<file path="src/rtl/fetch_pkg.sv">
// fetch_pkg: shared definitions for the instruction-fetch stage.
//  - fq_state_e : fetch controller states (idle / issuing / discarding in-flight)
//  - FQ_PC_W, FQ_INST_W : default address and instruction widths
package fetch_pkg;
   localparam int FQ_PC_W   = 16;
   localparam int FQ_INST_W = 16;

   typedef enum logic [1:0] {
      FQ_IDLE  = 2'd0,
      FQ_RUN   = 2'd1,
      FQ_FLUSH = 2'd2
   } fq_state_e;
endpackage

</file>
<file path="src/rtl/fetch_fifo.sv">
// fetch_fifo: synchronous FIFO with push/pop/clear and occupancy outputs.
// Ports:
//  clk, reset       clock, asynchronous active-low reset
//  clear            drop all entries (wins over push/pop)
//  push, wdata      write request and data (accepted if not full, or full with pop)
//  pop              read request (ignored when empty)
//  rdata            head entry (undefined contents when empty)
//  count            number of entries, 0..DEPTH
//  empty, full      occupancy flags
// DEPTH must be a power of 2 and >= 2 so the pointers wrap naturally.
module fetch_fifo
   import fetch_pkg::*;
#(
   parameter int W     = FQ_PC_W,
   parameter int DEPTH = 4
) (
   input  logic                     clk,
   input  logic                     reset,
   input  logic                     clear,
   input  logic                     push,
   input  logic                     pop,
   input  logic [W-1:0]             wdata,
   output logic [W-1:0]             rdata,
   output logic [$clog2(DEPTH):0]   count,
   output logic                     empty,
   output logic                     full
);
   localparam int AW = $clog2(DEPTH);

   logic [W-1:0]  mem [DEPTH];
   logic [AW-1:0] wr_ptr, rd_ptr;
   logic          do_push, do_pop;

   assign empty   = (count == '0);
   assign full    = (count == (AW+1)'(DEPTH));
   assign do_pop  = pop && !empty;
   assign do_push = push && (!full || do_pop);
   assign rdata   = mem[rd_ptr];

   always_ff @(posedge clk or negedge reset) begin
      if (!reset) begin
         wr_ptr <= '0;
         rd_ptr <= '0;
         count  <= '0;
      end else if (clear) begin
         wr_ptr <= '0;
         rd_ptr <= '0;
         count  <= '0;
      end else begin
         if (do_push) wr_ptr <= wr_ptr + 1'b1;
         if (do_pop)  rd_ptr <= rd_ptr + 1'b1;
         if (do_push && !do_pop)      count <= count + 1'b1;
         else if (!do_push && do_pop) count <= count - 1'b1;
      end
   end

   // Storage needs no reset: nothing is read out until count says it was written.
   always_ff @(posedge clk) begin
      if (do_push && !clear) mem[wr_ptr] <= wdata;
   end
endmodule

</file>
<file path="src/rtl/fetch_queue.sv">
// fetch_queue: buffered instruction-fetch stage between imem and decode.
// Owns the PC, issues pipelined req/gnt requests, tracks issued addresses in a
// small address FIFO and holds returned {addr,word} pairs in a prefetch queue.
// A redirect reloads the PC, clears the queue and discards in-flight responses.
// Ports:
//  clk, reset                      clock, asynchronous active-low reset
//  enable                          allow new requests
//  redirect_valid, redirect_pc     taken branch and its target
//  imem_req, imem_addr, imem_gnt   request handshake (addr = current PC)
//  imem_rvalid, imem_rdata         in-order responses
//  inst_valid, inst_ready          decode handshake on the queue head
//  inst_code, inst_pc              head word and its address (0 when empty)
// Optional (macro FETCH_QUEUE_STATS_EN):
//  stat_fetched                    saturating count of words taken by decode
//  stat_stall                      saturating count of RUN cycles without a handshake
module fetch_queue
   import fetch_pkg::*;
#(
   parameter int              PC_W      = FQ_PC_W,
   parameter int              INST_W    = FQ_INST_W,
   parameter int              DEPTH     = 4,
   parameter int              MAX_OUT   = 2,
   parameter logic [PC_W-1:0] BOOT_ADDR = '0,
   parameter int              PC_STEP   = 2
) (
   input  logic              clk,
   input  logic              reset,
   input  logic              enable,
   input  logic              redirect_valid,
   input  logic [PC_W-1:0]   redirect_pc,
   output logic              imem_req,
   output logic [PC_W-1:0]   imem_addr,
   input  logic              imem_gnt,
   input  logic              imem_rvalid,
   input  logic [INST_W-1:0] imem_rdata,
   output logic              inst_valid,
   input  logic              inst_ready,
   output logic [INST_W-1:0] inst_code,
   output logic [PC_W-1:0]   inst_pc
`ifdef FETCH_QUEUE_STATS_EN
   ,
   output logic [31:0]       stat_fetched,
   output logic [31:0]       stat_stall
`endif
);
   localparam int AC_W = $clog2(MAX_OUT);
   localparam int QC_W = $clog2(DEPTH);

   fq_state_e              state;
   logic [PC_W-1:0]        pc;
   logic                   fire, resp, q_push, q_pop, last_resp;
   logic                   a_empty, a_full, q_empty, q_full;
   logic [AC_W:0]          a_cnt;
   logic [QC_W:0]          q_cnt;
   logic [PC_W-1:0]        a_head;
   logic [PC_W+INST_W-1:0] q_head;

   // Credit rule: every outstanding request already owns a queue slot.
   assign imem_req  = (state == FQ_RUN) && !redirect_valid && !a_full && !q_full &&
                      (int'(q_cnt) + int'(a_cnt) < DEPTH);
   assign imem_addr = pc;
   assign fire      = imem_req && imem_gnt;
   // A response with nothing outstanding (e.g. issued before a reset) is ignored.
   assign resp      = imem_rvalid && !a_empty;
   assign q_push    = resp && (state != FQ_FLUSH);
   assign q_pop     = inst_valid && inst_ready;
   // Nothing left to discard after this edge (no issue is possible in FLUSH).
   assign last_resp = (a_cnt == '0) || ((a_cnt == (AC_W+1)'(1)) && resp);

   fetch_fifo #(.W(PC_W), .DEPTH(MAX_OUT)) u_addr_fifo (
      .clk(clk), .reset(reset), .clear(1'b0), .push(fire), .pop(resp),
      .wdata(pc), .rdata(a_head), .count(a_cnt), .empty(a_empty), .full(a_full)
   );

   // Clear on redirect beats a same-cycle push; a same-cycle pop still completes.
   fetch_fifo #(.W(PC_W+INST_W), .DEPTH(DEPTH)) u_inst_fifo (
      .clk(clk), .reset(reset), .clear(redirect_valid), .push(q_push), .pop(q_pop),
      .wdata({a_head, imem_rdata}), .rdata(q_head), .count(q_cnt),
      .empty(q_empty), .full(q_full)
   );

   assign inst_valid = !q_empty;
   assign inst_pc    = inst_valid ? q_head[PC_W+INST_W-1:INST_W] : '0;
   assign inst_code  = inst_valid ? q_head[INST_W-1:0] : '0;

   always_ff @(posedge clk or negedge reset) begin
      if (!reset) begin
         state <= FQ_IDLE;
         pc    <= BOOT_ADDR;
      end else begin
         if (redirect_valid) pc <= redirect_pc;
         else if (fire)      pc <= pc + PC_W'(PC_STEP);

         case (state)
            FQ_IDLE, FQ_RUN: begin
               if (redirect_valid && ((a_cnt != '0) || fire)) state <= FQ_FLUSH;
               else                                          state <= enable ? FQ_RUN : FQ_IDLE;
            end
            FQ_FLUSH: begin
               if (last_resp) state <= enable ? FQ_RUN : FQ_IDLE;
            end
            default: state <= FQ_IDLE;
         endcase
      end
   end

`ifdef FETCH_QUEUE_STATS_EN
   always_ff @(posedge clk or negedge reset) begin
      if (!reset) begin
         stat_fetched <= '0;
         stat_stall   <= '0;
      end else begin
         if (q_pop && (stat_fetched != '1)) stat_fetched <= stat_fetched + 1'b1;
         if ((state == FQ_RUN) && !fire && (stat_stall != '1)) stat_stall <= stat_stall + 1'b1;
      end
   end
`endif
endmodule
</file>
<file path="config.mk">
export PLATFORM = sky130hd
export DESIGN_NAME = fetch_queue
export DESIGN_NICKNAME = d
export VERILOG_FILES = /design/src/rtl/fetch_pkg.sv /design/src/rtl/fetch_fifo.sv /design/src/rtl/fetch_queue.sv
export SDC_FILE = /design/constraint.sdc
export NUM_CORES = 1
export LEC_CHECK = 0
export ABC_AREA = 1
export ABC_CLOCK_PERIOD_IN_PS = 4110
export BUFFER_PORTS_ARGS = -buffer_cell sky130_fd_sc_hd__buf_2
export CAP_MARGIN = 5
export CORE_ASPECT_RATIO = 1.25
export CORE_MARGIN = 3
export CORE_UTILIZATION = 58
export DETAILED_ROUTE_END_ITERATION = 8
export MAX_ROUTING_LAYER = met4
export PLACE_DENSITY = 0.79
export SYNTH_ARGS = -nofsm -noshare
export SYNTH_HDL_FRONTEND = slang
export SYNTH_SLANG_ARGS = --single-unit
export TNS_END_PERCENT = 1
</file>
<file path="constraint.sdc">
create_clock -name clk -period 4.11 [get_ports clk]
set_input_delay 0.822 -clock clk [delete_from_list [all_inputs] [get_ports clk]]
set_output_delay 0.822 -clock clk [all_outputs]
set_load 0.02 [all_outputs]
</file>
==> impl_metrics.toml <==
[power_and_ir_drop]
pwr_density_cell_mw_per_mm2 = 630
vdd_ir_drop_max_uv = 353
p_leak_nw = 3.66
p_total_w = 0.00580

[logic_synthesis]
seq_area_frac_synth = 0.690
yosys.area.top_type = "edfxtp_1"
netlist_top_cells_area = "edfxtp_1 60%, dfrtp_1 9.1%, nor2_1 6.9%"
netlist.area_leader.share = 0.599
ys_ff_latch = 189
yosysWarnings = 0
syn_inst = 725
synth_nets = 775
ys_types = 31
synth_area_per_cell_um2 = 11.1
synth_area_mm2 = 0.00802

[sta]
layout_worst_path_cycle_share = 0.774
holdWs_ns = 0.430
max_freq_mhz = 314
fin_setup_tns_ns = 0
final_hold_viol_count = 0
tightest_slew_ns = 1.01
period_minus_slack_ns = 3.18
fin_ws_ns = 0.930
relSlewSlack = 0.328
setup_violations = 0
slew_violations = 0
rsz0062_at_grt = "false"
skew_ns = 0.0101

[route]
drt_iter0_markers = 335
remaining_drc_errors = 0
ant_nets = 0
vias_per_cell = 5.53
route.vias.total = 5489
drtPass1Iterations = 5
routedWlPerCell_um = 16.1
routed_wl_um = 16000

[layout]
nNetsFinal = 858
design_area_mm2 = 0.00921
antenna_cells = 0
drive_above_1_share = 0.181
area_growth_pct = 14.9

[clocking]
postCtsSetupRepairBufs = 0
clockRootBuffer = "clkbuf_16"
cts_hold_buffers = 0
postCtsResizedCells = 0
cts.sinks = 189
htree_levels = 4
clk_path_buf_depth = 2
clkTransAtPathRegs_ns = 0.07
clk_latency_ns = 0.43
tritoncts = "yes"
numCtsBuffers = 17

[status]
outcome = "completed"

[die]
io_pins = 89
start_util = 0.598
dieWidth_um = 111
die_h_um = 137
core_area_mm2 = 0.0134
die_area_mm2 = 0.0153
std_cell_rows = 47

[worst_setup_path]
worst_setup_path_end_kind = "output port"
path_class = "reg2out"
crit_path_max_fanout = 25
cp-start-kind = "flip-flop"
r2r-start = "u_addr_fifo.count[0]"
arrival_ns = 2.36
cp.required_ns = 3.29
r2r-end = "u_inst_fifo.mem[1][24]"
r2r_slack_ns = 1.41
reg2reg_depth = 8

[global_route]
grt_use_total = 0.223
grt_max_degree = 66
grt_pass1_wl_um = 26000
grt_pass1_vias = 5340
grt_overflow = 0
antenna_found_initial = 0

[placement]
place_ws_ns = 1.35
port_buffers = 88
placed_area_mm2 = 0.00863
hpwl_um = 10200
gp_congestion = 0.878

[min_path]
min_path_type = "in2async"

[job]
cap_violations = 0
==> critical path, stage by stage (launching register included) <==
cell	delay [ns]
dfrtp_1	0.43
nor2_1	0.14
nand2_1	0.11
inv_1	0.74
buf_4	0.30
a21oi_1	0.05
buf_2	0.17
==> metal layers <==
metal	vias up	routed length [um]	share of wire	GRT usage
met2	219	8240	0.52	0.386
met1	2615	6550	0.41	0.270
met5	-	0	0	-
li1	2641	-	-	-
met3	14	983	0.062	0.0422
met4	0	182	0.011	0.0663
==> cell families (layout without fill, tap and decap cells) <==
kind of cell / Yosys count / after routing / share of synthesized area
DFF: 189 / 189 / 0.690
xor gates and xnor gates: 10 / 10 / 0.0109
and+or+nand+nor: 334 / 334 / 0.174
AOI/OAI and AO/OA: 112 / 112 / 0.0705
adders and majority gates: 11 / 11 / 0.0181
buffers and inverters: 69 / 165 / 0.0362
==> how the worst max path moves through the flow <==
stage                                         to                 start  depth (start not counted)
after detailed placement  u_inst_fifo.mem[1][28]           imem_rvalid                          6
after global placement             inst_code[13]  u_inst_fifo.count[1]                          6
after global routing               inst_code[10]  u_inst_fifo.count[0]                          6
after CTS                          inst_code[11]  u_inst_fifo.count[0]                          6
final                               inst_code[8]  u_inst_fifo.count[0]                          6
after floorplan            u_inst_fifo.mem[0][0]           imem_rvalid                          4
==> where the power goes <==
group / total [W] / leakage [nW] / switching [W] / internal (W)
clock network: 0.00159 / 0.286 / 0.000671 / 0.000916
logic: 0.00171 / 1.57 / 0.00120 / 0.000512
registers: 0.00251 / 1.81 / 0.000149 / 0.00236
==> cells in the final DEF (no fill, tap or decap), types with 2 or more instances in the layout <==
cell	netlist	layout
o21ai_1	41	41
nor2_2	2	2
o21ai_0	34	34
nand2_2	2	2
inv_2	3	3
nand4_1	7	7
inv_1	31	31
nor2_4	3	7
xor2_1	7	7
clkbuf_16	0	17
inv_6	0	4
nand3_1	41	41
nor2_1	147	143
nand2_1	125	125
clkinv_4	0	2
clkinv_2	0	3
dfrtp_1	29	28
bufinv_16	0	2
edfxtp_1	160	160
a21oi_1	35	35
buf_4	2	9
ha_1	10	10
nand3_2	4	4
clkinv_1	1	2
buf_2	12	88
xnor2_1	3	3
==> layout make-up <==
| type | instances | area, um^2 |
|---|---|---|
| multi-input combinational | 467 | 2230 |
| inverter | 35 | 131 |
| clock buffer | 19 | 443 |
| clock inverter | 13 | 139 |
| sequential | 189 | 5530 |
| timing repair buffer | 98 | 528 |
| fill | 923 | 4200 |
| tap | 171 | 214 |
==> Yosys cell counts (all sizes together) <==
master and count:
a21boi 1, a21oi 35, buf 16, clkbuf 18
clkinv 1, dfrtp 29, edfxtp 160, fa 1
ha 10, inv 34, nand2 128, nand3 45
nand3b 1, nand4 7, nor2 152, nor3 1
o21ai 75, o21bai 1, xnor2 3, xor2 7
==> sequential cells by signal, summed over array words and instances, names as in the netlist <==
name / cells
u_addr_fifo.count: 2
u_addr_fifo.wr_ptr: 1
u_inst_fifo.mem: 128
u_inst_fifo.wr_ptr: 2
u_addr_fifo.rd_ptr: 1
state: 2
u_inst_fifo.rd_ptr: 2
imem_addr: 16
u_inst_fifo.count: 3
u_addr_fifo.mem: 32
==> per-stage QoR <==
stage,utilization,cells
after floorplan,-,725
after global placement,0.644,960
after detailed placement,0.644,960
after CTS,0.687,992
after global routing,0.687,992
final,0.687,992
(Power assumes the default switching activity.)
